--- src/rtl/fpnew_pkg.sv ---
// Shared FP types and helpers: formats, classification record, fclass encoding.
package fpnew_pkg;

    localparam int unsigned NUM_FP_FORMATS = 5;

    typedef enum logic [2:0] {
        FP32    = 3'd0,
        FP64    = 3'd1,
        FP16    = 3'd2,
        FP8     = 3'd3,
        FP16ALT = 3'd4
    } fp_format_e;

    typedef struct packed {
        logic is_normal;
        logic is_subnormal;
        logic is_zero;
        logic is_inf;
        logic is_nan;
        logic is_signalling;
        logic is_quiet;
        logic is_boxed;
    } fp_info_t;

    typedef logic [9:0] classmask_t;

    localparam int unsigned CLS_NEG_INF  = 0;
    localparam int unsigned CLS_NEG_NORM = 1;
    localparam int unsigned CLS_NEG_SUB  = 2;
    localparam int unsigned CLS_NEG_ZERO = 3;
    localparam int unsigned CLS_POS_ZERO = 4;
    localparam int unsigned CLS_POS_SUB  = 5;
    localparam int unsigned CLS_POS_NORM = 6;
    localparam int unsigned CLS_POS_INF  = 7;
    localparam int unsigned CLS_SNAN     = 8;
    localparam int unsigned CLS_QNAN     = 9;

    // Record of an operand that failed the NaN-boxing check: canonical qNaN.
    localparam fp_info_t UNBOXED_INFO = '{is_nan: 1'b1, is_quiet: 1'b1, default: 1'b0};

    function automatic int unsigned fp_width(fp_format_e fmt);
        case (fmt)
            FP32:    return 32'd32;
            FP64:    return 32'd64;
            FP16:    return 32'd16;
            FP8:     return 32'd8;
            FP16ALT: return 32'd16;
            default: return 32'd0;
        endcase
    endfunction

    function automatic int unsigned exp_bits(fp_format_e fmt);
        case (fmt)
            FP32:    return 32'd8;
            FP64:    return 32'd11;
            FP16:    return 32'd5;
            FP8:     return 32'd5;
            FP16ALT: return 32'd8;
            default: return 32'd0;
        endcase
    endfunction

    function automatic int unsigned man_bits(fp_format_e fmt);
        case (fmt)
            FP32:    return 32'd23;
            FP64:    return 32'd52;
            FP16:    return 32'd10;
            FP8:     return 32'd2;
            FP16ALT: return 32'd7;
            default: return 32'd0;
        endcase
    endfunction

    function automatic logic is_enabled_fmt(logic [NUM_FP_FORMATS-1:0] mask, fp_format_e fmt);
        logic [7:0] mask_ext;
        mask_ext = {3'b000, mask};
        return mask_ext[fmt];
    endfunction

    function automatic classmask_t fclass_encode(fp_info_t info, logic sign);
        classmask_t m;
        m = 10'h000;
        if (info.is_signalling)     m[CLS_SNAN] = 1'b1;
        else if (info.is_nan)       m[CLS_QNAN] = 1'b1;
        else if (info.is_inf)       m[sign ? CLS_NEG_INF  : CLS_POS_INF]  = 1'b1;
        else if (info.is_normal)    m[sign ? CLS_NEG_NORM : CLS_POS_NORM] = 1'b1;
        else if (info.is_subnormal) m[sign ? CLS_NEG_SUB  : CLS_POS_SUB]  = 1'b1;
        else if (info.is_zero)      m[sign ? CLS_NEG_ZERO : CLS_POS_ZERO] = 1'b1;
        else                        m[CLS_QNAN] = 1'b1;
        return m;
    endfunction

endpackage

--- src/rtl/fpnew_elastic_stage.sv ---
// One valid/ready register slice with flush and synchronous reset.
module fpnew_elastic_stage #(
    parameter int unsigned Width = 8
) (
    input  logic             clk_i,
    input  logic             rst_i,
    input  logic             flush_i,
    input  logic             valid_i,
    output logic             ready_o,
    input  logic [Width-1:0] data_i,
    output logic             valid_o,
    input  logic             ready_i,
    output logic [Width-1:0] data_o
);

    logic             valid_r;
    logic [Width-1:0] data_r;

    // Load when empty or when the next stage takes our word this cycle; never during flush/reset.
    assign ready_o = (~valid_r | ready_i) & ~flush_i & ~rst_i;
    assign valid_o = valid_r;
    assign data_o  = data_r;

    // Slice state: reset clears everything, flush drops valid, otherwise advance on load.
    always_ff @(posedge clk_i) begin
        if (rst_i) begin
            valid_r <= 1'b0;
            data_r  <= {Width{1'b0}};
        end else if (flush_i) begin
            valid_r <= 1'b0;
        end else if (ready_o) begin
            valid_r <= valid_i;
            if (valid_i) begin
                data_r <= data_i;
            end
        end
    end

endmodule

--- src/rtl/fpnew_multifmt_classifier.sv ---
// Multi-format NaN-box check and operand classification behind an elastic pipeline.
module fpnew_multifmt_classifier
    import fpnew_pkg::*;
#(
    parameter int unsigned                      FLEN        = 64,
    parameter int unsigned                      NumOperands = 3,
    parameter logic [NUM_FP_FORMATS-1:0]        FpFmtMask   = 5'b11111,
    parameter int unsigned                      NumPipeRegs = 1,
    parameter int unsigned                      TagWidth    = 8
) (
    input  logic                                clk_i,
    input  logic                                rst_i,
    input  logic [NumOperands-1:0][FLEN-1:0]    operands_i,
    input  logic [2:0]                          src_fmt_i,
    input  logic [TagWidth-1:0]                 tag_i,
    input  logic                                in_valid_i,
    output logic                                in_ready_o,
    input  logic                                flush_i,
    output fp_info_t [NumOperands-1:0]          info_o,
    output classmask_t [NumOperands-1:0]        class_o,
    output logic                                fmt_err_o,
    output logic [TagWidth-1:0]                 tag_o,
    output logic                                out_valid_o,
    input  logic                                out_ready_i,
    output logic                                busy_o
);

    // A format is usable only if enabled and it fits in the container.
    function automatic logic [NUM_FP_FORMATS-1:0] usable_fmts();
        logic [NUM_FP_FORMATS-1:0] v;
        for (int f = 0; f < NUM_FP_FORMATS; f++) begin
            v[f] = FpFmtMask[f] && (fp_width(fp_format_e'(3'(f))) <= FLEN);
        end
        return v;
    endfunction

    localparam logic [NUM_FP_FORMATS-1:0] FmtUsable = usable_fmts();
    localparam int unsigned PayloadW = NumOperands * ($bits(fp_info_t) + 10) + 1 + TagWidth;

    fp_info_t [NumOperands-1:0]   fmt_info_s [NUM_FP_FORMATS];
    logic     [NumOperands-1:0]   fmt_sign_s [NUM_FP_FORMATS];
    fp_info_t [NumOperands-1:0]   sel_info_s;
    logic     [NumOperands-1:0]   sel_sign_s;
    classmask_t [NumOperands-1:0] class_s;
    logic [7:0]                   fmt_ok_ext_s;
    logic                         fmt_err_s;

    assign fmt_ok_ext_s = {3'b000, FmtUsable};
    assign fmt_err_s    = ~fmt_ok_ext_s[src_fmt_i];

    for (genvar f = 0; f < NUM_FP_FORMATS; f++) begin : g_fmt
        localparam fp_format_e  Fmt = fp_format_e'(3'(f));
        localparam int unsigned W   = fp_width(Fmt);
        localparam int unsigned EB  = exp_bits(Fmt);
        localparam int unsigned MB  = man_bits(Fmt);
        if (FmtUsable[f]) begin : g_dec
            // Ones in the format's own bits so only the box bits above W are tested.
            localparam logic [FLEN-1:0] LowMask = {FLEN{1'b1}} >> (FLEN - W);
            for (genvar o = 0; o < NumOperands; o++) begin : g_op
                logic [EB-1:0] exp_s;
                logic [MB-1:0] mant_s;
                logic          boxed_s, exp_zero_s, exp_ones_s, mant_zero_s;
                assign exp_s       = operands_i[o][MB +: EB];
                assign mant_s      = operands_i[o][MB-1:0];
                assign boxed_s     = &(operands_i[o] | LowMask);
                assign exp_zero_s  = ~|exp_s;
                assign exp_ones_s  = &exp_s;
                assign mant_zero_s = ~|mant_s;
                assign fmt_sign_s[f][o]                 = operands_i[o][W-1];
                assign fmt_info_s[f][o].is_boxed        = boxed_s;
                assign fmt_info_s[f][o].is_normal       = boxed_s & ~exp_zero_s & ~exp_ones_s;
                assign fmt_info_s[f][o].is_zero         = boxed_s & exp_zero_s & mant_zero_s;
                assign fmt_info_s[f][o].is_subnormal    = boxed_s & exp_zero_s & ~mant_zero_s;
                assign fmt_info_s[f][o].is_inf          = boxed_s & exp_ones_s & mant_zero_s;
                assign fmt_info_s[f][o].is_nan          = ~boxed_s | (exp_ones_s & ~mant_zero_s);
                assign fmt_info_s[f][o].is_signalling   = boxed_s & exp_ones_s & ~mant_zero_s & ~mant_s[MB-1];
                assign fmt_info_s[f][o].is_quiet        = fmt_info_s[f][o].is_nan & ~fmt_info_s[f][o].is_signalling;
            end
        end else begin : g_off
            assign fmt_info_s[f] = {NumOperands{UNBOXED_INFO}};
            assign fmt_sign_s[f] = {NumOperands{1'b0}};
        end
    end

    // Pick the decode of the selected format; unusable formats read as unboxed.
    always_comb begin
        sel_info_s = {NumOperands{UNBOXED_INFO}};
        sel_sign_s = {NumOperands{1'b0}};
        if (!fmt_err_s) begin
            case (src_fmt_i)
                3'd0:    begin sel_info_s = fmt_info_s[0]; sel_sign_s = fmt_sign_s[0]; end
                3'd1:    begin sel_info_s = fmt_info_s[1]; sel_sign_s = fmt_sign_s[1]; end
                3'd2:    begin sel_info_s = fmt_info_s[2]; sel_sign_s = fmt_sign_s[2]; end
                3'd3:    begin sel_info_s = fmt_info_s[3]; sel_sign_s = fmt_sign_s[3]; end
                3'd4:    begin sel_info_s = fmt_info_s[4]; sel_sign_s = fmt_sign_s[4]; end
                default: begin sel_info_s = {NumOperands{UNBOXED_INFO}}; sel_sign_s = {NumOperands{1'b0}}; end
            endcase
        end else begin
            sel_info_s = {NumOperands{UNBOXED_INFO}};
            sel_sign_s = {NumOperands{1'b0}};
        end
    end

    // One-hot fclass mask per operand.
    always_comb begin
        class_s = {NumOperands{10'h000}};
        for (int o = 0; o < NumOperands; o++) begin
            class_s[o] = fclass_encode(sel_info_s[o], sel_sign_s[o]);
        end
    end

    // Elastic chain: index 0 is the input side, index NumPipeRegs the output side.
    logic [NumPipeRegs:0] valid_s;
    logic [NumPipeRegs:0] ready_s;
    logic [PayloadW-1:0]  data_s [NumPipeRegs+1];

    assign valid_s[0]           = in_valid_i;
    assign data_s[0]            = {tag_i, fmt_err_s, class_s, sel_info_s};
    assign ready_s[NumPipeRegs] = out_ready_i;

    for (genvar k = 0; k < NumPipeRegs; k++) begin : g_stage
        fpnew_elastic_stage #(.Width(PayloadW)) u_stage (
            .clk_i   (clk_i),
            .rst_i   (rst_i),
            .flush_i (flush_i),
            .valid_i (valid_s[k]),
            .ready_o (ready_s[k]),
            .data_i  (data_s[k]),
            .valid_o (valid_s[k+1]),
            .ready_i (ready_s[k+1]),
            .data_o  (data_s[k+1])
        );
    end

    if (NumPipeRegs == 0) begin : g_busy_none
        assign busy_o = 1'b0;
    end else begin : g_busy
        assign busy_o = |valid_s[NumPipeRegs:1];
    end

    assign in_ready_o  = ready_s[0];
    assign out_valid_o = valid_s[NumPipeRegs];
    assign {tag_o, fmt_err_o, class_o, info_o} = data_s[NumPipeRegs];

endmodule

--- config.mk ---
export PLATFORM = sky130hd
export DESIGN_NAME = fpnew_multifmt_classifier
export DESIGN_NICKNAME = d
export VERILOG_FILES = /design/src/rtl/fpnew_pkg.sv /design/src/rtl/fpnew_elastic_stage.sv /design/src/rtl/fpnew_multifmt_classifier.sv
export SDC_FILE = /design/constraint.sdc
export NUM_CORES = 1
export LEC_CHECK = 0
export BUFFER_PORTS_ARGS = -buffer_cell sky130_fd_sc_hd__buf_4
export CAP_MARGIN = 20
export CORE_ASPECT_RATIO = 0.8
export CORE_MARGIN = 2
export CORE_UTILIZATION = 34
export DETAILED_ROUTE_END_ITERATION = 10
export GPL_ROUTABILITY_DRIVEN = 0
export PLACE_DENSITY = 0.67
export SLEW_MARGIN = 25
export SYNTH_ARGS = -nofsm -noshare
export SYNTH_HDL_FRONTEND = slang
export SYNTH_SLANG_ARGS = --single-unit
export TNS_END_PERCENT = 30
--- constraint.sdc ---
create_clock -name clk_i -period 5.15 [get_ports clk_i]
set_clock_uncertainty 0.05 [all_clocks]
set_input_delay 1.03 -clock clk_i [delete_from_list [all_inputs] [get_ports clk_i]]
set_output_delay 1.03 -clock clk_i [all_outputs]
set_load 0.05 [all_outputs]
## Yosys cells after proc, flatten, opt, wreduce, memory -nomap -nowiden

Memory sizes are Yosys's and may differ from the RTL's.
Index checks and enable logic that the tools add are counted.

- Add/subtract/negate cells: 0
- Multiply operators: 0
- Div/mod/pow operators: 0
- $lt $le $gt $ge: 25
- Eq/ne operators: 4
- Shifts and indexed selects: 0
- Mux-type cells: 71
- Bitwise operators: 226
- Reductions and logical operators: 100

Operator list:

| operator | number |
|---|---|
| AND reduction 56 bit | 3 |
| OR reduction 52 bit | 3 |
| AND 1 bit | 155 |
| AND reduction 48 bit | 3 |
| case mux 24 bit (5 select lines) | 1 |
| AND reduction 32 bit | 3 |
| two-way mux 10 bit | 9 |
| OR reduction 23 bit | 3 |
| < comparator 3 x 5 -> 1 bit (second input constant) | 12 |
| inverter 1 bit | 58 |
| two-way mux 9 bit | 6 |
| demux 1 bit (select 4 bit) | 12 |
| AND reduction 8 bit | 6 |
| OR reduction 8 bit | 6 |
| two-way mux 3 bit | 13 |
| greater-or-equal comparator 3 x 1 -> 1 bit (second input constant) | 12 |
| AND reduction 11 bit | 3 |
| OR reduction 11 bit | 3 |
| logical NOT 1 bit | 30 |
| AND reduction 5 bit | 6 |
| OR reduction 10 bit | 3 |
| OR reduction 5 bit | 6 |
| two-way mux 1 bit | 25 |
| two-way mux 24 bit | 1 |
| 12 further kinds | 44 |

- Register bits after elaboration: 64
- Latch bits: 0
- Memory bits (writable): 0
- Memory bits (read-only): 8
- Input port bits: 208
- Output and inout bits: 66
- Word-level logic and storage cells: 429
- Memories: 1

Memory list:

| memory | depth | width | read ports | clocked after memory_dff | write ports | line | RTL |
|---|---|---|---|---|---|---|---|
| (name not given) | 8 | 1 | 1 | 0 | 0 | fpnew_multifmt_classifier.sv:49 | `assign fmt_err_s = ~fmt_ok_ext_s[src_fmt_i];` |

## Depth between registers and ports, before layout

Gate-level depths: netlist of the first run.

- Depth in word-level cells: 15
- Mapped depth: 9
- Gate-level depth less buffers: 7

## Cells and area by module

Synthesis of the first run repeated with hierarchy kept, for this count alone.

- Cell total of the unflattened synthesis: 761
- Area total of the unflattened synthesis: 5,652.9 um^2

Modules (own cells, without submodules):

| module | instances | cells an instance | area an instance (um^2) | sequential area each (um^2) |
|---|---|---|---|---|
| fpnew_elastic_stage | 1 | 306 | 2,890.3 | 1,281.2 |
| fpnew_multifmt_classifier | 1 | 455 | 2,762.6 | 0.0 |

## Worst setup path before layout of the first run

Ideal clock, no wire load.

- Path type: input-to-output
- Start point: in out_ready_i
- End point: out in_ready_o
- Arrival: 2.182 ns
- Data required time: 4.070 ns
- Path slack: 1.888 ns
- Stages: 2
- Path buffers: 0
- Cell sequence: nor2b_1 nor3_1

- Longest elaborated chain between the ends: 3

Ends and longest elaborated chain:

| item | line | RTL |
|---|---|---|
| start: declaration | fpnew_multifmt_classifier.sv:24 | `input logic out_ready_i,` |
| OR 1 bit | fpnew_elastic_stage.sv:20 | `assign ready_o = (~valid_r \| ready_i) & ~flush_i & ~rst_i;` |
| AND 1 bit (2 in a row) | fpnew_elastic_stage.sv:20 |  |
| end: declaration | fpnew_multifmt_classifier.sv:17 | `output logic in_ready_o,` |

Every way passes these cells.

## Worst setup path after layout of the first run

- Start point: in rst_i
- End point: reg g_stage[0].u_stage.data_r[38]

- Longest elaborated chain between the ends: 3

Ends and longest elaborated chain:

| item | line | RTL |
|---|---|---|
| start: declaration | fpnew_multifmt_classifier.sv:12 | `input logic rst_i,` |
| inverter 1 bit | fpnew_elastic_stage.sv:20 |  |
| AND 1 bit | fpnew_elastic_stage.sv:20 |  |
| AND reduction 3 bit (no source line) | n/a |  |
| end signal: assignment | fpnew_elastic_stage.sv:28 | `data_r <= {Width{1'b0}};` |
| end signal: assignment | fpnew_elastic_stage.sv:34 | `data_r <= data_i;` |
| end: declaration | fpnew_elastic_stage.sv:17 | `logic [Width-1:0] data_r;` |

Several ways; a longest one is shown, not always the timed one.
A chain may end at the register's enable or synchronous reset.

==> results of run 1 <==
## flip-flops by register name (all words and copies together) (netlist names)
| name | count |
|---|---|
| g_stage.u_stage.valid_o | 1 |
| g_stage.u_stage.data_o | 60 |
## cell families (layout without fill, tap and decap cells)
kind of cell / count (synthesis) / after routing / share of synthesized area [%]
flip-flops: 61 / 61 / 26.1
buffers and inverters: 42 / 307 / 3.77
multiplexers: 4 / 4 / 1.39
AO/OA/AOI/OAI: 155 / 155 / 21.6
AND/OR/NAND/NOR: 397 / 397 / 47.2
## worst max-delay path, stage by stage
cell and delay, ns:
buf_4 0.25, nor4b_4 0.77, and2_1 0.65, nand4_1 0.24
or3_1 0.44, o21ai_1 0.13
## synthesized netlist by cell type (all sizes together) (3+ instances only)
| cell | n | share of area (%) |
|---|---|---|
| nor2 | 80 | 6.4 |
| nand2 | 66 | 5.3 |
| dfxtp | 61 | 26 |
| nand4 | 56 | 7.7 |
| o21ai | 47 | 5.1 |
| nor4 | 46 | 6.9 |
| nor3 | 41 | 4.7 |
| a21oi | 38 | 4.1 |
| nand3 | 26 | 2.9 |
| clkbuf | 20 | 1.6 |
| inv | 13 | 1.0 |
| a22oi | 11 | 1.8 |
| and2 | 11 | 1.5 |
| or3 | 10 | 1.4 |
| a22o | 9 | 1.7 |
| buf | 9 | 1.1 |
| or4 | 8 | 1.4 |
| nand2b | 7 | 0.94 |
| nor2b | 7 | 0.94 |
| or2 | 7 | 0.94 |
| and3 | 6 | 0.80 |
| and4 | 6 | 1.1 |
| o22ai | 6 | 0.80 |
| a211oi | 5 | 0.80 |
| a31oi | 5 | 0.67 |
| nand3b | 4 | 0.64 |
| nor3b | 4 | 0.64 |
| nor4b | 4 | 1.3 |
| or3b | 4 | 0.80 |
| a2bb2oi | 3 | 0.56 |
| o31ai | 3 | 0.77 |
## through the flow
step                      utilization [%]  instance area, um2  instances
after floorplan                         -                4680        659
after detailed placement             51.0                6880       1089
after CTS                            53.1                7170       1104
after global placement               51.0                6880       1089
final                                53.1                7170       1104
after global routing                 53.1                7170       1104
## placed cells by master (no fill, tap or decap), types with 3 or more instances in the layout
cell and instances:
buf_4 279, nor2_1 80, nand2_1 66, dfxtp_1 61, nand4_1 54, nor4_1 43, nor3_1 38, a21oi_1 37
o21ai_0 36, nand3_1 25, inv_1 13, and2_1 11, a22oi_1 11, o21ai_1 10, or3_1 9, a22o_1 9
clkbuf_16 9, nor2b_1 7, nand2b_1 7, or4_1 7, and4_1 6, or2_2 6, o22ai_1 6, and3_1 6
a211oi_1 5, a31oi_1 5, nand3b_1 4, nor3b_1 4, or3b_2 3, nor3_2 3, a2bb2oi_1 3, clkinv_2 3
## layout make-up
| class | count | area, um2 |
|---|---|---|
| well taps | 180 | 225 |
| repair buffers | 279 | 2090 |
| fillers | 1378 | 6340 |
| multi-input cells | 556 | 3290 |
| flip-flops and latches | 61 | 1220 |
| clock buffers | 10 | 229 |
| inverters | 13 | 48.8 |
| clock inverters | 5 | 52.6 |
## worst paths after layout
path | startpoint | cells past startpoint | slack [ns] | to
worst max-delay path | rst_i | 6 | 1.82 | g_stage[0].u_stage.data_o[38]$_SDFFE_PP0P_
worst min-delay path | g_stage[0].u_stage.data_o[27]$_SDFFE_PP0P_ | 2 | 0.40 | g_stage[0].u_stage.data_o[27]$_SDFFE_PP0P_
worst max register to register | g_stage[0].u_stage.valid_o$_SDFFE_PP0P_ | 6 | 2.38 | g_stage[0].u_stage.data_o[38]$_SDFFE_PP0P_
worst min register to register | g_stage[0].u_stage.data_o[27]$_SDFFE_PP0P_ | 2 | 0.40 | g_stage[0].u_stage.data_o[27]$_SDFFE_PP0P_
## where the power goes
group | switching (W) | internal, W | total (W)
Combinational | 0.000170 | 0.000155 | 0.000325
Clock | 0.000198 | 0.000368 | 0.000567
Sequential | 0.00000629 | 0.000481 | 0.000487
## layer usage
layer,wire [um],part of all wire (%)
met1,7810,40
met2,9220,48
met5,0,0
met4,255,1.3
met3,2040,11
==> reports/qor.csv, run 1 <==
stage,metric,value,unit
routing,avgViaCountPerCell,5.78,
global_routing,grt_util_all_layers,25.8,%
yosys,synth_cells,659,
pwr,peakVddDrop,146,uV
clock_tree,root_buffer,clkbuf_16,
timing,tns,0,ns
timing,hold_viol,0,
routing,dr_total_vias,6376,
die,design.die.area,14700,um2
routing,drt_pass1_iterations,5,
routing,drt_iter0_markers,373,
yosys,avgSynthCellArea,7.11,um2
global_routing,grt-ovfl-total,0,
yosys,yosys_warnings,0,
setup_path,crit_path_end_kind,flip-flop,
yosys,yosysSeqAreaShare,26.1,%
timing,setup_ws,1.82,ns
clock_tree,clock-sinks,61,
cells_and_area,nets,1128,
die,start_util,34.7,%
clock_tree,worstSkewPairLatency,0.32,ns
cells_and_area,drive_gt1_share,35.1,%
run_status,status,finished clean,
timing,hold_slack,0.398,ns
pwr,total_power,0.00138,W
flow_run,maxCapViolCount,0,
setup_path,required,5.35,ns
yosys,yosys_most_used_dff,dfxtp_1,
die,die_h,109,um
clock_tree,cts_tree,built,
clock_tree,cts_max_level,3,
global_routing,grt_max_degree,44,
yosys,synth_fp_nets,867,
global_routing,grt_pass1_wl,30200,um
global_routing,first_global_vias,5925,
clock_tree,cts_buffers,9,
clock_tree,cts_setup_buffers,0,
setup_path,path_max_fanout,43,
setup_path,critPathArrivalTime,3.52,ns
routing,wirelength,19300,um
clock_tree,clockBufferDepth,2,
yosys,postSynth.asyncResetShare,0,%
timing,rsz0062_at_grt,no,
timing,post-route-period-util,64.6,%
timing,fin_crit,3.33,ns
yosys,yosysUniqueCellTypes,72,
die,fp-row-count,38,
timing,finalMaxSlewViolations,0,
timing,worst_slew_pin_slew,0.839,ns
die,chipWidth,135,um
global_routing,met2_usage,45.2,%
clock_tree,clkTransAtPathRegs,0.05,ns
die,core_area,13500,um2
setup_path,critPathKind,input port to flip-flop,
yosys,ys_ff_latch,61,
worst_hold_path,min_path_type,flip-flop to flip-flop,
global_routing,antenna_found_initial,0,
cells_and_area,synthToLayoutAreaGrowth,53.0,%
pwr,p_leak,2.84,nW
clock_tree,post_cts_resize_count,0,
clock_tree,ctsHoldBuffers,0,
yosys,synth_edf_count,0,
global_routing,grtUsageMet3,6.42,%
global_routing,grt_busiest_layer,met2,
timing,setup_viol,0,
routing,wire_per_inst,17.5,um
die,pin_count,274,
yosys,synth.cell_area,4680,um2
placed_design,numPortBuffers,273,
cells_and_area,n_antenna_cell,0,
pwr,powerDensity,192,nW/um2
setup_path,critPathLaunchType,input port,
global_routing,met1_usage,32.3,%
timing,relSlewSlack,43.9,%
routing,drc,0,
placed_design,dp_slack,1.52,ns
timing,fmax,0.301,GHz
routing,postRouteAntennaNets,0,
placed_design,dp_hpwl,16200,um
No activity file was read; power rests on OpenSTA's default activity.
==> inputs of run 2 (changes only) <==
--- a/config.mk
+++ b/config.mk
@@ -12,7 +12,7 @@
 export CORE_UTILIZATION = 34
 export DETAILED_ROUTE_END_ITERATION = 10
 export GPL_ROUTABILITY_DRIVEN = 0
-export PLACE_DENSITY = 0.67
+export PLACE_DENSITY = 0.69
 export SLEW_MARGIN = 25
 export SYNTH_ARGS = -nofsm -noshare
 export SYNTH_HDL_FRONTEND = slang
==> constraint.sdc (replaced) <==
create_clock -name clk_i -period 2.8 [get_ports clk_i]
set_clock_uncertainty 0.05 [all_clocks]
set_input_delay 0.56 -clock clk_i [delete_from_list [all_inputs] [get_ports clk_i]]
set_output_delay 0.56 -clock clk_i [all_outputs]
set_load 0.05 [all_outputs]
==> run 2 against run 1 <==
Effect of this change: sequential share of layout area decreased by 0.68 points; non-clock buffer count increased by 40; combinational power increased by 91%; flip-flop and latch count unchanged; utilization increased by 2.2 points; clock power increased by 75%; final cell count increased by 3.7%; die area unchanged; critical path depth increased by 2; routed wire length increased by 2.6%; largest power group unchanged; highest routed layer unchanged.
==> reports/qor.csv, run 2 (synthesis results as in run 1) <==
stage,metric,value,unit,change
die,fp-row-count,38,,unchanged
setup_path,critPathLaunchType,input port,,unchanged
pwr,p_sw_share,28.8,%,was 27.2%
timing,fin_crit,2.47,ns,
cells_and_area,synthToLayoutAreaGrowth,59.4,%,was 53.0%
pwr,seqPwrFrac,35.6,%,was 35.3%
cells_and_area,n_antenna_cell,0,,unchanged
timing,finalMaxSlewViolations,0,,unchanged
timing,fmax,0.405,GHz,
pwr,total_power,0.00251,W,was 0.00138 W
setup_path,critPathKind,input port to flip-flop,,unchanged
clock_tree,cts_setup_buffers,0,,unchanged
routing,drc,0,,unchanged
global_routing,grt-ovfl-total,0,,unchanged
routing,dr_total_vias,6498,,was 6376
timing,rsz0062_at_grt,no,,unchanged
die,design.die.area,14700,um2,unchanged
pwr,peakVddDrop,279,uV,was 146 uV
clock_tree,clockBufferDepth,2,,unchanged
timing,relSlewSlack,31.9,%,was 43.9%
timing,worst_slew_pin_slew,1.02,ns,was 0.839 ns
routing,wire_per_inst,17.3,um,was 17.5 um
pwr,p_int,0.00178,W,was 0.00100 W
global_routing,grt_max_degree,32,,was 44
routing,drt_pass1_iterations,5,,unchanged
timing,hold_slack,0.396,ns,was 0.398 ns
clock_tree,post_cts_resize_count,0,,unchanged
cells_and_area,final_util,55.3,%,was 53.1%
timing,post-route-period-util,88.1,%,
die,pin_count,274,,unchanged
routing,drt_iter0_markers,411,,was 373
global_routing,grt_util_all_layers,26.4,%,was 25.8%
cells_and_area,nets,1168,,was 1128
flow_run,maxCapViolCount,0,,unchanged
clock_tree,cts_buffers,9,,unchanged
cells_and_area,largest_reg_flops,60,,unchanged
clock_tree,root_buffer,clkbuf_16,,unchanged
cells_and_area,mostFrequentLayoutCells,"buf_4 (319), nor2_1 (80), nand2_1 (66), dfxtp_1 (61), nand4_1 (54)",,"was buf_4 (279), nor2_1 (80), nand2_1 (66), dfxtp_1 (61), nand4_1 (54)"
pwr,p_leak,3.04,nW,was 2.84 nW
global_routing,grt_pass1_wl,30800,um,was 30200 um
timing,tns,0,ns,unchanged
setup_path,crit_path_end_kind,flip-flop,,unchanged
pwr,p_sw,0.000722,W,was 0.000375 W
die,die_h,109,um,unchanged
die,start_util,34.7,%,unchanged
routing,avgViaCountPerCell,5.68,,was 5.78
placed_design,dp_hpwl,16800,um,was 16200 um
clock_tree,clkTransAtPathRegs,0.05,ns,about the same
clock_tree,cts_max_level,3,,unchanged
cells_and_area,final_common_cell,buf_4,,unchanged
worst_hold_path,min_path_type,flip-flop to flip-flop,,unchanged
clock_tree,ctsHoldBuffers,0,,unchanged
pwr,powerDensity,336,nW/um2,was 192 nW/um2
clock_tree,worstSkewPairLatency,0.32,ns,about the same
run_status,status,finished clean,,unchanged
setup_path,path_max_fanout,4,,was 43
pwr,comb_power_share,24.8,%,was 23.6%
global_routing,antenna_found_initial,0,,unchanged
clock_tree,clock-sinks,61,,unchanged
pwr,p_clk_share,39.6,%,was 41.1%
routing,postRouteAntennaNets,0,,unchanged
die,core_area,13500,um2,unchanged
setup_path,critPathArrivalTime,2.67,ns,was 3.52 ns
placed_design,numPortBuffers,273,,unchanged
clock_tree,cts_tree,built,,unchanged
cells_and_area,drive_gt1_share,38.0,%,was 35.1%
die,chipWidth,135,um,unchanged
timing,setup_viol,0,,unchanged
global_routing,first_global_vias,6209,,was 5925
timing,hold_viol,0,,unchanged
routing,wirelength,19800,um,was 19300 um
setup_path,required,3.00,ns,was 5.35 ns
run 2: worst paths after layout:
kind | to | slack (ns) | start | cells past startpoint
max reg2reg | g_stage[0].u_stage.data_o[47]$_SDFFE_PP0P_ | 0.58 | g_stage[0].u_stage.valid_o$_SDFFE_PP0P_ | 5
min reg2reg | g_stage[0].u_stage.data_o[25]$_SDFFE_PP0P_ | 0.40 | g_stage[0].u_stage.data_o[25]$_SDFFE_PP0P_ | 2
max | g_stage[0].u_stage.data_o[29]$_SDFFE_PP0P_ | 0.33 | operands_i[17] | 8
min | g_stage[0].u_stage.data_o[25]$_SDFFE_PP0P_ | 0.40 | g_stage[0].u_stage.data_o[25]$_SDFFE_PP0P_ | 2
run 2: final cells by class:
type | count | area [um2]
clock buffers | 9 | 225
well taps | 180 | 225
clock inverters | 7 | 50.0
repair buffers | 319 | 2390
fillers | 1358 | 6040
inverters | 13 | 48.8
multi-input cells | 556 | 3300
flip-flops and latches | 61 | 1220
run 2: critical path: stages:
cell,delay (ns)
buf_4,0.12
or4_4,0.55
nor4_4,0.37
a21oi_1,0.19
o21ai_2,0.18
nand4_2,0.14
or3b_4,0.43
o21ai_1,0.13
run 2: metal layers:
layer,GRT usage [%],vias to the layer above,wire [um]
li1,-,3162,-
met1,33.1,2935,8170
met2,45.8,365,9280
met3,7.07,36,2080
met4,5.51,0,316
met5,0,-,0
run 2: through the flow:
stage | setup WS (ns) | cells | cell area (um2)
after floorplan | 0.312 | 659 | 4690
after global placement | 0.0233 | 1129 | 7190
after detailed placement | 0.0331 | 1129 | 7190
after CTS | 0.368 | 1145 | 7460
after global routing | 0.200 | 1145 | 7460
final | 0.334 | 1145 | 7460
run 2: power groups by stage:
stage               clock network, W  registers (W)  logic [W]
floorplan                          0       0.000961   0.000183
global placement                   0       0.000912   0.000611
detailed placement                 0       0.000912   0.000617
CTS                          0.00101       0.000893   0.000618
global route                 0.00105       0.000894   0.000670
finish                      0.000992       0.000893   0.000621
